**config.mk**
```make
export PLATFORM = sky130hd
export DESIGN_NAME = nn_dense_engine
export DESIGN_NICKNAME = d
export VERILOG_FILES = /design/src/rtl/nn_pkg.sv /design/src/rtl/nn_dense_engine_mac.sv /design/src/rtl/nn_dense_engine.sv
export SDC_FILE = /design/constraint.sdc
export NUM_CORES = 1
export LEC_CHECK = 0
export CAP_MARGIN = 10
export CORE_AREA = 3 3 141 245
export CTS_BUF_LIST = sky130_fd_sc_hd__clkbuf_4 sky130_fd_sc_hd__clkbuf_8 sky130_fd_sc_hd__clkbuf_16
export DETAILED_ROUTE_END_ITERATION = 8
export DIE_AREA = 0 0 144 248
export HOLD_SLACK_MARGIN = 0.1
export PLACE_DENSITY_LB_ADDON = 0.1
export SYNTH_ARGS = -nofsm -noshare
export SYNTH_HDL_FRONTEND = slang
export SYNTH_SLANG_ARGS = --single-unit
```
**constraint.sdc**
```tcl
create_clock -name wb_clk_i -period 8.4 [get_ports wb_clk_i]
set_clock_uncertainty 0.1 [all_clocks]
set_input_delay 1.68 -clock wb_clk_i [delete_from_list [all_inputs] [get_ports wb_clk_i]]
set_output_delay 1.68 -clock wb_clk_i [all_outputs]
set_load 0.03 [all_outputs]
```
**src/rtl/nn_pkg.sv**
```systemverilog
// Shared types and helpers for the dense-layer engine and its Wishbone front end.
package nn_pkg;

  typedef enum logic [1:0] {
    ST_IDLE,
    ST_MAC,
    ST_STORE,
    ST_DONE
  } nn_state_e;

  localparam int DW_DEF    = 8;
  localparam int ACC_W_DEF = 20;

  localparam logic signed [ACC_W_DEF-1:0] SAT_MAX = ACC_W_DEF'((2 ** (DW_DEF - 1)) - 1);
  localparam logic signed [ACC_W_DEF-1:0] SAT_MIN = -SAT_MAX - 1;

  function automatic logic signed [DW_DEF-1:0] sat_dw(input logic signed [ACC_W_DEF-1:0] a);
    logic signed [DW_DEF-1:0] r;
    if (a > SAT_MAX) begin
      r = SAT_MAX[DW_DEF-1:0];
    end else if (a < SAT_MIN) begin
      r = SAT_MIN[DW_DEF-1:0];
    end else begin
      r = a[DW_DEF-1:0];
    end
    return r;
  endfunction

  function automatic logic signed [DW_DEF-1:0] relu_dw(input logic signed [DW_DEF-1:0] v,
                                                       input logic en);
    return (en && v[DW_DEF-1]) ? '0 : v;
  endfunction

endpackage

```
**src/rtl/nn_dense_engine_mac.sv**
```systemverilog
// Serial signed multiply-accumulate: one DW x DW product folded into the accumulator per enable.
module nn_mac #(
  parameter int DW    = 8,
  parameter int ACC_W = 20
) (
  input  logic                    clk_i,
  input  logic                    srst_i,
  input  logic                    clr_i,
  input  logic                    en_i,
  input  logic signed [DW-1:0]    a_i,
  input  logic signed [DW-1:0]    b_i,
  output logic signed [ACC_W-1:0] acc_o
);

  logic signed [2*DW-1:0]  prod;
  logic signed [ACC_W-1:0] acc_q;

  assign prod  = a_i * b_i;
  assign acc_o = acc_q;

  always_ff @(posedge clk_i) begin
    if (srst_i || clr_i) begin
      acc_q <= '0;
    end else if (en_i) begin
      acc_q <= acc_q + {{(ACC_W - 2*DW){prod[2*DW-1]}}, prod};
    end
  end

endmodule

```
**src/rtl/nn_dense_engine.sv**
```systemverilog
// Fully-connected layer engine: y[j] = act(sat((sum_i W[j][i]*x[i]) >>> SHIFT)),
// one MAC per cycle, weights/inputs loadable only while idle.
module nn_dense_engine
  import nn_pkg::*;
#(
  parameter int N_IN  = 8,
  parameter int N_OUT = 4,
  parameter int DW    = DW_DEF,
  parameter int ACC_W = ACC_W_DEF,
  parameter int SHIFT = 4
) (
  input  logic                             wb_clk_i,
  input  logic                             wb_rst_i,
  input  logic                             w_we,
  input  logic [$clog2(N_OUT*N_IN)-1:0]    w_addr,
  input  logic [DW-1:0]                    w_data,
  input  logic                             x_we,
  input  logic [$clog2(N_IN)-1:0]          x_addr,
  input  logic [DW-1:0]                    x_data,
  input  logic                             relu_en,
  input  logic                             start,
  output logic                             busy,
  output logic                             done,
  input  logic [$clog2(N_OUT)-1:0]         y_addr,
  output logic [DW-1:0]                    y_data
);

  localparam int N_W = N_OUT * N_IN;
  localparam int WAW = $clog2(N_W);
  localparam int IW  = $clog2(N_IN);
  localparam int JW  = $clog2(N_OUT);

  nn_state_e state_q, state_d;
  logic [IW-1:0] i_q, i_d;
  logic [JW-1:0] j_q, j_d;
  logic          relu_q, relu_d;
  logic          mac_en, mac_clr;

  logic signed [DW-1:0]    w_q [N_W];
  logic signed [DW-1:0]    x_q [N_IN];
  logic signed [DW-1:0]    y_q [N_OUT];
  logic signed [ACC_W-1:0] acc;
  logic signed [ACC_W-1:0] acc_sh;
  logic signed [DW-1:0]    y_new;
  logic [WAW-1:0]          w_idx;
  logic                    idle;

  assign w_idx  = WAW'(int'(j_q) * N_IN + int'(i_q));
  assign idle   = (state_q == ST_IDLE);
  assign busy   = (state_q == ST_MAC) || (state_q == ST_STORE);
  assign done   = (state_q == ST_DONE);
  assign acc_sh = acc >>> SHIFT;
  assign y_new  = relu_dw(sat_dw(acc_sh), relu_q);
  assign y_data = y_q[y_addr];

  nn_mac #(
    .DW    (DW),
    .ACC_W (ACC_W)
  ) u_mac (
    .clk_i  (wb_clk_i),
    .srst_i (wb_rst_i),
    .clr_i  (mac_clr),
    .en_i   (mac_en),
    .a_i    (w_q[w_idx]),
    .b_i    (x_q[i_q]),
    .acc_o  (acc)
  );

  always_comb begin
    state_d = state_q;
    i_d     = i_q;
    j_d     = j_q;
    relu_d  = relu_q;
    mac_en  = 1'b0;
    mac_clr = 1'b1;
    case (state_q)
      ST_IDLE: begin
        if (start) begin
          state_d = ST_MAC;
          i_d     = '0;
          j_d     = '0;
          relu_d  = relu_en;
        end
      end
      ST_MAC: begin
        mac_en  = 1'b1;
        mac_clr = 1'b0;
        if (i_q == IW'(N_IN - 1)) begin
          state_d = ST_STORE;
          i_d     = '0;
        end else begin
          i_d = i_q + 1'b1;
        end
      end
      ST_STORE: begin
        // The accumulator clears on this edge so the next neuron starts from zero.
        if (j_q == JW'(N_OUT - 1)) begin
          state_d = ST_DONE;
        end else begin
          j_d     = j_q + 1'b1;
          state_d = ST_MAC;
        end
      end
      ST_DONE: state_d = ST_IDLE;
      default: state_d = ST_IDLE;
    endcase
  end

  always_ff @(posedge wb_clk_i) begin
    if (wb_rst_i) begin
      state_q <= ST_IDLE;
      i_q     <= '0;
      j_q     <= '0;
      relu_q  <= 1'b0;
      for (int k = 0; k < N_W; k++)   w_q[k] <= '0;
      for (int k = 0; k < N_IN; k++)  x_q[k] <= '0;
      for (int k = 0; k < N_OUT; k++) y_q[k] <= '0;
    end else begin
      state_q <= state_d;
      i_q     <= i_d;
      j_q     <= j_d;
      relu_q  <= relu_d;
      if (idle && w_we && (int'(w_addr) < N_W)) w_q[w_addr] <= w_data;
      if (idle && x_we && (int'(x_addr) < N_IN)) x_q[x_addr] <= x_data;
      if (state_q == ST_STORE) y_q[j_q] <= y_new;
    end
  end

endmodule

```
# Word-level counts from Yosys, hierarchy flattened
# Memories as Yosys holds them, arrays and structs flattened. A register that Yosys moved wholly into a read port is not among the register bits.
# Index checks and enable logic that the tools add are counted.
# classes
addsub	4
mul	1
magnitude_cmp	2
n_eq_ne	8
mux	37
n_reduce_logical	15
# ops
cell	n
$mux 8	6
$reduce_or 8->1	3
$add 20x20->20	1
$gt 16x8->1 const B	1
$lt 16x8->1 const B	1
$mul 8x8->16	1
$mux 1	16
$mux 3	5
$mux 2	6
$pmux 2 s4	1
$eq 2x2->1 const B	3
$pmux 3 s2	1
$reduce_and 2->1	3
$add 5x3->5	1
$mux 5	1
$ne 2x2->1 const B	2
$pmux 2 s2	1
$reduce_bool 2->1	2
$add 3x1->3 const B	1
$eq 3x3->1 const B	1
$logic_and 1x1->1	3
$reduce_and 3->1	1
$add 2x1->2 const B	1
$eq 2x1->1 const B	1
other kinds (3)	4
# totals
regBits	28
ramBits	352
in_bits	32
elab_cells	75
n_memories	3
# memory_table
memory	depth	width	rd	rd_ports_with_merged_regs	write_ports	line_no	text
w_q	32	8	1	0	32	nn_dense_engine.sv:39	logic signed [DW-1:0] w_q [N_W];
x_q	8	8	1	1	8	nn_dense_engine.sv:40	logic signed [DW-1:0] x_q [N_IN];
y_q	4	8	1	0	4	nn_dense_engine.sv:41	logic signed [DW-1:0] y_q [N_OUT];

# Longest topological paths before layout
# Gate-level depths: netlist of run 1.
# logic_depth
word_depth	7
ltp_mapped	30

# Modules after synthesis
# From an unflattened synthesis of run 1, not the netlist that was laid out.
# hier_totals
cells_unflattened	1565
hier_area_um2	20913.8
# modules_own_cells
mod	instances	cells_each	area_each_um2	seq_area_each_um2
nn_dense_engine	1	1083	16681.0	10790.3
nn_mac	1	482	4232.8	400.4

# Least setup slack after synthesis of run 1
# Ideal clock, no wire load.
# synth_path
kind	register to register
from	register i_q[0]
to	register u_mac.acc_q[18], in the netlist u_mac.acc_o[18]
setup_time_ps	128
arrival_time_ps	7102
slack_ps	1071
stages_incl_launch_ff	28
path_cell_list	dfxtp_1 buf_6 buf_6 mux4_2 mux4_2 mux2i_4 nand2_1 fa_1 fa_1 inv_1 fa_1 inv_1 fa_1 inv_1 ha_1 a21oi_1 o21bai_1 a2111o_1 nand2_1 xnor2_1 ha_1 clkbuf_1 a21o_1 a21o_1 or4_1 o31ai_1 xor2_1 nor2_1
# synth_between
elab_chain_cells	4
# synth_rtl
element	line_no	text
from (decl)	nn_dense_engine.sv:34	logic [IW-1:0] i_q, i_d;
from (signal assigned)	nn_dense_engine.sv:120	i_q <= i_d;
$add 5x3->5	nn_dense_engine.sv:48	assign w_idx = WAW'(int'(j_q) * N_IN + int'(i_q));
$mem_v2 32x8	--	
$mul 8x8->16	nn_dense_engine_mac.sv:18	assign prod = a_i * b_i;
$add 20x20->20	nn_dense_engine_mac.sv:25	acc_q <= acc_q + {{(ACC_W - 2*DW){prod[2*DW-1]}}, prod};
to (signal assigned)	nn_dense_engine_mac.sv:25	
to (decl)	nn_dense_engine_mac.sv:16	logic signed [ACC_W-1:0] acc_q;
# No other way between the ends.
# A chain may end at the register's enable or synchronous reset.

# Worst setup path in the final report of run 1
# layout_path
from	register i_q[0]
to	register u_mac.acc_q[19], in the netlist u_mac.acc_o[19]
# Same word-level chain as after synthesis.

==> impl_metrics.csv, run 1 <==
group,metric,value,unit
synth,synth-seq-cells,383,
sta,final_min_period_over_clock_period,0.9469,
global_routing,globalRouteTotalUtil,0.2665,
clock_network,clk_latency,540,ps
synth,syn_inst,1497,
clock_network,cts-root-to-sink-buffers,3,
placement,place.detailed.instances,1904,
synth,sequential_cell_area_fraction_in_the_yosys_report,0.5459,
sta,final.min_clock_period,7954,ps
route,initialDrtViolationCount,563,
sta,final-setup-viol-count,0,
synth,largest_area_contributor_in_the_netlist,"edfxtp_1",
route,drt_wl_total,46180,um
clock_network,clkSlewWorstSetupHoldPaths,60,ps
worst_setup_path,worst_path_largest_cell_delay,600,ps
worst_setup_path,setup.worst_path.end,"u_mac.acc_o[19]",
worst_setup_path,cp.required,8690,ps
power,irDropWorstVdd,0.3665,mV
clock_network,cts_inserted_buffers,36,
route,antenna_violating_nets_post_route,0,
cells_and_area,num_antenna_cells,0,
global_routing,maximum_number_of_pins_on_one_net_before_global_route_repair,67,
cells_and_area,finalNonFillerCells,1969,
worst_setup_path,setup.worst_path.class,"reg2reg",
cells_and_area,syn_to_final_growth,10.28,%
worst_setup_path,rr_worst_depth,27,
synth,number_of_flops_mapped_to_enable_cells_by_yosys,352,
worst_setup_path,critPathLaunchType,"register",
synth,ys_async_sr_fraction,0,
flow_run,number_of_violations_of_the_max_capacitance_limit,0,
placement,port_buffers,41,
worst_setup_path,critical_path.reg2reg.startpoint,"i_q[0]",
power,static-leakage-power,8.686,nW
worst_setup_path,critical-path-slowest-cell,"mux4_2",
worst_setup_path,cp_num_cells,27,
route,detail_route.first_pass.iterations,4,
synth,ys.flop_type,"edfxtp_1",
cells_and_area,layout.area.seq,11200,um2
synth,synth_top_area_share,0.5157,
sta,count_of_final_hold_check_violations,0,
cells_and_area,footprint_of_the_multi_input_gates,8681,um2
sta,slew_headroom,0.1933,
sta,worst_pin_slew,1206,ps
global_routing,vias_in_the_first_global_route,12342,
route,drc,0,
global_routing,global_route_wire_length_before_repair,71030,um
clock_network,numClockSinks,383,
clock_network,tritoncts,"yes",
sta,setup_tns,0,ps
placement,dp_hpwl,33840,um
worst_hold_path,min_path_type,"reg2reg",
global_routing,antenna_violations_before_repair,0,
sta,maxClockFrequency,125.7,MHz
floorplanning,floorplan.initialDensity,0.6226,
floorplanning,ioPinCount,42,
synth,synth.lib_cells_used.distinct,54,
worst_setup_path,critical-path-top-delay-family,"adder cells",
cells_and_area,final_layout_size_suffix_gt1_frac,0.1528,
worst_setup_path,critical_path_buf_inv_count,5,
power,power.density_cell_area,313.7,nW/um2
worst_setup_path,beginning_of_the_critical_path,"i_q[0]",
worst_setup_path,cp.arrival,8250,ps
worst_setup_path,crit_path_max_fanout,29,
cells_and_area,nNetsFinal,1682,
clock_network,cts.htree.levels,2,
synth,post_synth_instance_area,20500,um2
floorplanning,dieArea,35710,um2
worst_setup_path,setup.worst_path.end_class,"register",
worst_setup_path,critical_path.reg2reg.endpoint,"u_mac.acc_o[19]",
synth,synth.net_count,1642,
floorplanning,floorplan.die.height,248,um
floorplanning,fp.dieW,144,um
outcome,status,"completed",
sta,maxSlewViolCount,0,
route,wire_per_inst,23.45,um
route,dr_total_vias,11634,
floorplanning,core_region_area,32920,um2
worst_setup_path,ff2ff_setup_slack,450,ps
clock_network,ctsRootBufferMaster,"clkbuf_16",
synth,yosys_warnings,0,
synth,synth.avg_cell_area,13.69,um2
floorplanning,rows,88,
route,avgViaCountPerCell,5.909,
placement,gp_routability_congestion,0.8859,
cells_and_area,fillerInstances,2309,
global_routing,global_route.overflow_total,0,
synth,synth_top_area_cells,"edfxtp_1 (52%), mux4_2 (11%), and2_1 (10%)",
sta,rsz0062_at_grt,"no",
-- power by group --
part / switching [mW] / internal (mW) / leakage (nW)
logic: 1.76 / 1.36 / 4.18
clock network: 0.718 / 1.02 / 0.619
registers: 0.0536 / 2.18 / 3.89
total: 2.53 / 4.56 / 8.69
-- cell usage after synthesis, drive strengths merged (2+ instances only) --
cell,number
or3,3
and3,5
xnor2,23
nor2b,5
nand4,3
and2,328
o21ai,18
mux2i,17
nor4,3
nor3,10
edfxtp,352
mux4,104
dfxtp,31
buf,17
nand3,5
a21oi,21
fa,56
or4,2
o21a,2
a31o,3
clkbuf,45
or3b,3
a22oi,3
nand2,20
ha,57
a21o,13
a211o,2
a31oi,2
xor2,11
nand2b,11
o211ai,3
a211oi,5
or2,56
o21bai,3
nor2,145
inv,95
nand3b,4
-- stage by stage --
stage | util | cell area, um2 | power (mW) | hold WS [ps] | worst slack [ps]
2_1_floorplan | - | 20500 | 4.713 | 340.0 | 1071
5_1_grt | 0.6866 | 22610 | 7.561 | 478.0 | 38.14
3_3_place_gp | 0.6484 | 21350 | 5.298 | 428.6 | 563.0
4_1_cts | 0.6864 | 22600 | 7.114 | 468.2 | 360.2
6_report | 0.6866 | 22610 | 7.091 | 463.3 | 446.3
3_5_place_dp | 0.6484 | 21350 | 5.382 | 452.3 | 357.3
-- sequential cells by signal, indices dropped and copies added (netlist names), named ones only --
register and flops:
y_q 32, state_q 2, u_mac.acc_o 20, i_q 3, w_q 256, relu_q 1
x_q 64, j_q 2
-- how the worst min path moves through the flow --
stage	start	to	slack (ps)	depth (start not counted)
floorplan	relu_q	relu_q	340	2
global placement	relu_q	relu_q	430	2
detailed placement	u_mac.acc_o[0]	u_mac.acc_o[0]	450	2
CTS	relu_q	relu_q	470	2
global route	u_mac.acc_o[0]	u_mac.acc_o[0]	480	2
finish	u_mac.acc_o[0]	u_mac.acc_o[0]	460	2
-- worst reg2reg max path, delay by kind of cell, from the launching register on --
kind	cells	cell delay, ps
AOI/OAI and AO/OA	7	1550
xor gates and xnor gates	3	550
adders and majority gates	6	2730
buffers and inverters	5	480
DFF	1	430
muxes	3	1500
and+or+nand+nor	3	470
-- final cells by class --
| cell class | instances | share of cell area |
|---|---|---|
| well taps | 405 | 0.02242 |
| clock inverters | 24 | 0.01273 |
| inverters | 95 | 0.01577 |
| repair buffers | 64 | 0.02723 |
| clock buffers | 41 | 0.04256 |
| multi-input cells | 957 | 0.3840 |
| flip-flops and latches | 383 | 0.4953 |
-- layer usage --
metal / wire length (um) / share of wire / GRT usage / up-vias
li1: - / - / - / 5381
met1: 15810 / 0.34 / 0.2883 / 5880
met2: 26600 / 0.58 / 0.5107 / 268
met3: 1529 / 0.033 / 0.03335 / 105
met4: 2233 / 0.048 / 0.1150 / 0
met5: 0 / 0 / 0 / -
-- layout by cell type (no fill, tap or decap), types with 4 or more instances in the layout --
| master | Yosys | final |
|---|---|---|
| edfxtp_1 | 352 | 352 |
| and2_1 | 328 | 328 |
| nor2_1 | 145 | 145 |
| mux4_2 | 104 | 104 |
| inv_1 | 95 | 95 |
| ha_1 | 57 | 57 |
| fa_1 | 56 | 56 |
| clkdlybuf4s50_1 | 0 | 40 |
| clkbuf_16 | 0 | 37 |
| or2_2 | 34 | 34 |
| dfxtp_1 | 31 | 29 |
| or2_1 | 22 | 22 |
| xnor2_1 | 23 | 22 |
| a21oi_1 | 21 | 21 |
| nand2_1 | 20 | 20 |
| buf_4 | 0 | 20 |
| a21o_1 | 13 | 13 |
| xor2_1 | 11 | 11 |
| o21ai_1 | 11 | 11 |
| nand2b_1 | 11 | 11 |
| nor3_1 | 10 | 10 |
| mux2i_1 | 9 | 9 |
| clkinv_2 | 0 | 9 |
| mux2i_4 | 8 | 8 |
| o21ai_0 | 7 | 7 |
| bufinv_16 | 0 | 6 |
| a211oi_1 | 5 | 5 |
| and3_1 | 5 | 5 |
| nor2b_1 | 5 | 5 |
| nand3_1 | 5 | 5 |
| clkinv_1 | 0 | 5 |
| nand3b_1 | 4 | 4 |
-- what timing repair did --
action                                 CTS  global route
resized for setup                        0             1
hold buffers                             0             0
endpoints found under the hold margin    0             0
setup endpoints to repair                0             1
buffers inserted                         0             0
-- kinds of logic after synthesis --
family	share of synthesized area
XOR/XNOR	0.01453
adder cells (fa/ha/maj)	0.08948
AND/OR/NAND/NOR	0.1641
multiplexers	0.1280
flip-flops	0.5459
AO/OA/AOI/OAI	0.02698
buffers and inverters	0.03095
No activity file was read; power rests on OpenSTA's default activity.
==> run 2: changes to the inputs <==
Settings changed: ABC_CLOCK_PERIOD_IN_PS from default to 7900, SETUP_SLACK_MARGIN from default to 0.4.
Clock period 8.4 ns to 7.9 ns, I/O delays scaled along.
==> run 2 against run 1 <==
  * Wire length is 1.8% higher
  * Power is 13% higher
  * Combinational power is 25% higher
  * Critical path depth stayed put
  * First-iteration DRC count is 21% higher
  * Core utilization is 1.9 points higher
  * Maximum frequency is 6.9% higher
  * Largest cell class unchanged
==> impl_metrics.csv, run 2 (synthesis gave the netlist of run 1 again) <==
group,metric,value,unit
clock_network,hold_buffers,0,
placement,gp_routability_congestion,0.9348,
worst_hold_path,worstHoldEndpoint,"relu_q",
floorplanning,core_region_area,32920,um2
flow_run,number_of_violations_of_the_max_capacitance_limit,0,
cells_and_area,biggestRegsByFlops,"w_q x256, x_q x64, y_q x32",
route,initialDrtViolationCount,683,
power,power.internal,5.116,mW
sta,setup_tns,0,ps
cells_and_area,layout.core_utilization,0.7052,
sta,final.min_clock_period,7442,ps
cells_and_area,num_antenna_cells,0,
worst_setup_path,cp.arrival,7740,ps
global_routing,vias_in_the_first_global_route,12727,
power,clock_power_share,0.219,
cells_and_area,fillerInstances,2244,
floorplanning,floorplan.die.height,248,um
worst_setup_path,setup.worst_path.class,"reg2reg",
route,avgViaCountPerCell,5.937,
worst_setup_path,critical-path-slowest-cell,"fa_1",
route,antenna_violating_nets_post_route,0,
worst_setup_path,crit_path_max_fanout,8,
worst_setup_path,critical_path_buf_inv_count,7,
floorplanning,dieArea,35710,um2
cells_and_area,leading_cell_type_in_the_layout_fill_and_taps_excluded,"edfxtp_1",
worst_setup_path,ff2ff_setup_slack,460,ps
power,power.share.switching,0.3617,
sta,maxClockFrequency,134.4,MHz
clock_network,tritoncts,"yes",
sta,slew_headroom,0.1684,
clock_network,numClockSinks,383,
sta,count_of_final_hold_check_violations,0,
route,dr_total_vias,11940,
global_routing,global_route.overflow_total,0,
floorplanning,ioPinCount,42,
clock_network,ctsRootBufferMaster,"clkbuf_16",
sta,rsz0062_at_grt,"yes",
global_routing,maximum_number_of_pins_on_one_net_before_global_route_repair,57,
worst_setup_path,critical_path.reg2reg.startpoint,"i_q[0]",
worst_setup_path,worst_path_largest_cell_delay,570,ps
worst_setup_path,critical_path.reg2reg.endpoint,"u_mac.acc_o[18]",
cells_and_area,final_layout_size_suffix_gt1_frac,0.1905,
power,power.net_switching,2.899,mW
route,drt_wl_total,46990,um
outcome,status,"completed",
global_routing,globalRouteTotalUtil,0.2675,
route,drc,0,
clock_network,clk_latency,550,ps
clock_network,cts.htree.levels,2,
clock_network,cts-root-to-sink-buffers,3,
worst_setup_path,critical-path-top-delay-family,"adder cells",
power,irDropWorstVdd,0.3043,mV
clock_network,clkSlewWorstSetupHoldPaths,60,ps
global_routing,antenna_violations_before_repair,0,
cells_and_area,syn_to_final_growth,13.26,%
worst_hold_path,min_path_type,"reg2reg",
power,static-leakage-power,8.937,nW
floorplanning,rows,88,
sta,worst_pin_slew,1243,ps
cells_and_area,nNetsFinal,1726,
global_routing,global_route_wire_length_before_repair,71570,um
sta,final_min_period_over_clock_period,0.9421,
sta,final-setup-viol-count,0,
cells_and_area,largest_register_ff_count,256,
power,share_comb_of_total_power,0.486,
route,detail_route.first_pass.iterations,5,
worst_setup_path,setup.worst_path.end_class,"register",
cells_and_area,largest_register,"w_q",
placement,dp_hpwl,33460,um
sta,maxSlewViolCount,0,
worst_hold_path,hold_depth,2,
worst_setup_path,critPathLaunchType,"register",
floorplanning,fp.dieW,144,um
clock_network,cts_inserted_buffers,36,
worst_setup_path,worst_path_most_repeated_cell,"fa_1",
worst_setup_path,cp.required,8200,ps
worst_hold_path,min-delay-start,"relu_q",
power,seq_power_share,0.295,
placement,port_buffers,41,
worst_setup_path,rr_worst_depth,27,
route,wire_per_inst,23.37,um
cells_and_area,final_cell_mix,"edfxtp_1 (352), and2_1 (328), nor2_1 (143), mux4_2 (104), inv_1 (91)",
floorplanning,floorplan.initialDensity,0.6226,
power,power.density_cell_area,345.2,nW/um2
## run 2: changes by cell type in the layout (fill, tap and decap cells not counted), moves of 4 or more
cell / before / now
inv_2: 0 / 4
buf_6: 0 / 8
buf_4: 20 / 45
clkbuf_4: 3 / 9
ha_1: 57 / 53
clkinv_2: 9 / 3
buf_16: 0 / 5
inv_1: 95 / 91
## run 2: metal layers
metal | track usage | share of wire | wire length [um] | vias to the layer above
li1 | - | - | - | 5471
met1 | 0.3011 | 0.35 | 16360 | 6028
met2 | 0.5128 | 0.57 | 27010 | 333
met3 | 0.02969 | 0.039 | 1837 | 108
met4 | 0.09701 | 0.038 | 1781 | 0
met5 | 0 | 0 | 0 | -
## run 2: final cells by class
type | count | area, um2 | area share
Sequential cell | 383 | 11200 | 0.4822
Multi-Input combinational cell | 957 | 8811 | 0.3795
Timing Repair Buffer | 108 | 1179 | 0.05077
Clock buffer | 46 | 993.5 | 0.04279
Tap cell | 405 | 506.7 | 0.02183
Inverter | 95 | 356.6 | 0.01536
Clock inverter | 17 | 173.9 | 0.007491
## run 2: metrics by stage
stage | setup slack [ps] | power (mW) | instance area [um2] | hold slack, ps | instances
after floorplan | 570.7 | 5.011 | 20500 | 340.0 | 1497
after global placement | 232.2 | 5.721 | 21510 | 422.3 | 1922
after detailed placement | 158.3 | 5.785 | 21510 | 450.6 | 1922
after CTS | 384.6 | 7.700 | 22830 | 459.1 | 1993
after global routing | 228.2 | 8.532 | 23220 | 488.0 | 2011
final | 457.5 | 8.015 | 23220 | 446.6 | 2011
## run 2: what timing repair did
action,in CTS,in global routing
pin swaps,4,27
gates cloned,2,3
setup buffers,6,13
gates resized for setup,10,35
endpoints found under the setup margin,3,6
## run 2: worst max path at each step
stage	endpoint	slack (ps)	cells after the start	from
global route	u_mac.acc_o[18]	230	27	i_q[0]
detailed placement	u_mac.acc_o[19]	160	28	i_q[0]
global placement	u_mac.acc_o[19]	230	28	i_q[0]
finish	u_mac.acc_o[18]	460	27	i_q[0]
floorplan	u_mac.acc_o[18]	570	27	i_q[0]
CTS	u_mac.acc_o[19]	380	28	i_q[0]
## run 2: tightest hold or removal path, delay by kind of cell, from the launching register on
family / cells / cell delay, ps
DFF: 1 / 360
and+or+nand+nor: 1 / 80
AOI/OAI and AO/OA: 1 / 60
## run 2: power by group through the flow
stage	Clock [mW]	Combinational, mW	Sequential, mW
floorplan	0	2.63	2.38
global placement	0	3.31	2.41
detailed placement	0	3.37	2.42
CTS	1.77	3.56	2.37
global route	1.85	4.31	2.37
finish	1.76	3.89	2.37
==> run 3: changes to the inputs <==
Settings changed: CORE_AREA 3 3 141 245 to 3 3 140 243, DIE_AREA 0 0 144 248 to 0 0 143 246, DONT_BUFFER_PORTS from default to 1.
==> run 3 against run 2 <==
  * Die area is 1.5% lower
  * Via count is 1.4% lower
  * Cell area is 1.1% lower
  * Maximum frequency is 0.37% lower
  * First-iteration DRC count is 8.6% higher
  * Highest routed layer unchanged
==> impl_metrics.csv, run 3 (synthesis gave the netlist of run 1 again) <==
group,metric,value,unit
global_routing,globalRouteTotalUtil,0.2773,
cells_and_area,syn_to_final_growth,12.06,%
worst_setup_path,critical-path-slowest-cell,"mux4_2",
cells_and_area,num_antenna_cells,0,
floorplanning,floorplan.die.height,246,um
worst_setup_path,worst_path_largest_cell_delay,540,ps
cells_and_area,footprint_of_the_multi_input_gates,8930,um2
sta,hold_slack,370.3,ps
floorplanning,ioPinCount,42,
cells_and_area,largest_register_ff_count,256,
route,wire_per_inst,24.19,um
clock_network,hold_buffers,0,
route,avgViaCountPerCell,5.964,
cells_and_area,nNetsFinal,1691,
global_routing,maximum_number_of_pins_on_one_net_before_global_route_repair,57,
global_routing,vias_in_the_first_global_route,12571,
sta,slew_headroom,0.3566,
placement,place.detailed.instances,1865,
floorplanning,rows,87,
sta,worst_pin_slew,957.8,ps
flow_run,number_of_violations_of_the_max_capacitance_limit,0,
power,irDropWorstVdd,0.3121,mV
floorplanning,core_region_area,32330,um2
cells_and_area,leading_cell_type_in_the_layout_fill_and_taps_excluded,"edfxtp_1",
global_routing,global_route_wire_length_before_repair,72620,um
cells_and_area,biggestRegsByFlops,"w_q x256, x_q x64, y_q x32",
outcome,status,"completed",
clock_network,clkSlewWorstSetupHoldPaths,70,ps
worst_setup_path,worst_path_most_repeated_cell,"fa_1",
clock_network,clk_latency,540,ps
sta,final-setup-viol-count,0,
clock_network,cts-root-to-sink-buffers,3,
route,antenna_violating_nets_post_route,0,
power,power.density_cell_area,361.6,nW/um2
worst_setup_path,critPathLaunchType,"register",
cells_and_area,layout.area.seq,11200,um2
worst_setup_path,cp.arrival,7760,ps
clock_network,cts.htree.levels,2,
sta,setup_tns,0,ps
worst_setup_path,setup.worst_path.class,"reg2reg",
cells_and_area,fillerInstances,2153,
clock_network,cts_inserted_buffers,36,
worst_hold_path,worstHoldEndpoint,"relu_q",
route,drt_wl_total,47730,um
global_routing,global_route.overflow_total,0,
worst_setup_path,crit_path_max_fanout,8,
cells_and_area,layout.cell_area.non_filler,22970,um2
clock_network,ctsRootBufferMaster,"clkbuf_16",
floorplanning,dieArea,35180,um2
route,detail_route.first_pass.iterations,5,
worst_hold_path,hold_depth,2,
power,static-leakage-power,8.774,nW
placement,post_dp_cell_area,21010,um2
sta,final.min_clock_period,7470,ps
sta,count_of_final_hold_check_violations,0,
worst_setup_path,critical_path.reg2reg.startpoint,"i_q[0]",
cells_and_area,final_cell_mix,"edfxtp_1 (352), and2_1 (328), nor2_1 (139), mux4_2 (104), inv_1 (81)",
sta,maxSlewViolCount,0,
clock_network,tritoncts,"yes",
clock_network,numClockSinks,383,
cells_and_area,finalNonFillerCells,1973,
route,initialDrtViolationCount,742,
placement,gp_routability_congestion,0.9488,
sta,fin_ws,429.6,ps
floorplanning,floorplan.initialDensity,0.6340,
sta,rsz0062_at_grt,"yes",
sta,maxClockFrequency,133.9,MHz
route,drc,0,
worst_setup_path,setup.worst_path.end_class,"register",
placement,post-place-ws,226.2,ps
placement,dp_hpwl,34270,um
placement,port_buffers,0,
sta,final_min_period_over_clock_period,0.9456,
floorplanning,fp.dieW,143,um
cells_and_area,largest_register,"w_q",
worst_setup_path,critical_path.reg2reg.endpoint,"u_mac.acc_o[18]",
worst_setup_path,rr_worst_depth,28,
worst_hold_path,min_path_type,"reg2reg",
worst_setup_path,ff2ff_setup_slack,430,ps
route,dr_total_vias,11767,
global_routing,antenna_violations_before_repair,0,
cells_and_area,final_layout_size_suffix_gt1_frac,0.2161,
worst_setup_path,cp.required,8180,ps
worst_hold_path,min-delay-start,"relu_q",
[run 3: cell types whose count changed in the layout (fill, tap and decap cells not counted), sizes merged, moves of 2 or more]
cell,before,now
clkbuf,49,44
clkinv,10,15
buf,64,73
clkdlybuf4s50,40,0
clkinvlp,1,3
inv,98,96
[run 3: stage by stage]
| step | utilization | power [mW] |
|---|---|---|
| 6_report | 0.7105 | 8.307 |
| 5_1_grt | 0.7105 | 8.803 |
| 4_1_cts | 0.6969 | 7.796 |
| 3_5_place_dp | 0.6500 | 5.748 |
| 3_3_place_gp | 0.6500 | 5.671 |
| 2_1_floorplan | - | 5.011 |
[run 3: report_power, final]
part | total, mW | switching (mW) | leakage, nW | internal [mW]
combinational | 4.21 | 2.22 | 4.31 | 1.99
clock | 1.73 | 0.758 | 0.570 | 0.969
sequential | 2.37 | 0.0553 | 3.89 | 2.32
[run 3: layout make-up]
| cell class | instances | area share |
|---|---|---|
| multi-input cells | 957 | 0.3887 |
| repair buffers | 73 | 0.03579 |
| clock inverters | 21 | 0.007408 |
| clock buffers | 44 | 0.04336 |
| well taps | 400 | 0.02179 |
| flip-flops and latches | 383 | 0.4874 |
| inverters | 95 | 0.01552 |
[run 3: critical path, delay by kind of cell, from the launching register on]
kind	cells	cell delay, ps
muxes	3	1290
adders and majority gates	6	2500
buffers and inverters	8	880
and+or+nand+nor	5	1080
AOI/OAI and AO/OA	4	720
xor gates and xnor gates	2	290
DFF	1	450
[run 3: routing by layer]
metal / global-route usage / part of all wire / wire [um] / up-vias
met4: 0.1212 / 0.053 / 2533 / 0
met1: 0.2826 / 0.32 / 15110 / 5887
li1: - / - / - / 5404
met2: 0.5487 / 0.59 / 28120 / 350
met3: 0.03438 / 0.041 / 1962 / 126
met5: 0 / 0 / 0 / -
[run 3: repair_timing]
item,in CTS,in global routing
gates cloned,4,0
buffers inserted,15,24
endpoints found under the setup margin,3,7
gates resized for setup,22,68
pin swaps,9,60
[run 3: how the worst max path moves through the flow]
stage | end | startpoint
after global routing | u_mac.acc_o[18] | i_q[0]
after floorplan | u_mac.acc_o[18] | i_q[0]
after detailed placement | u_mac.acc_o[18] | i_q[0]
after global placement | u_mac.acc_o[18] | i_q[0]
final | u_mac.acc_o[18] | i_q[0]
after CTS | u_mac.acc_o[18] | i_q[0]
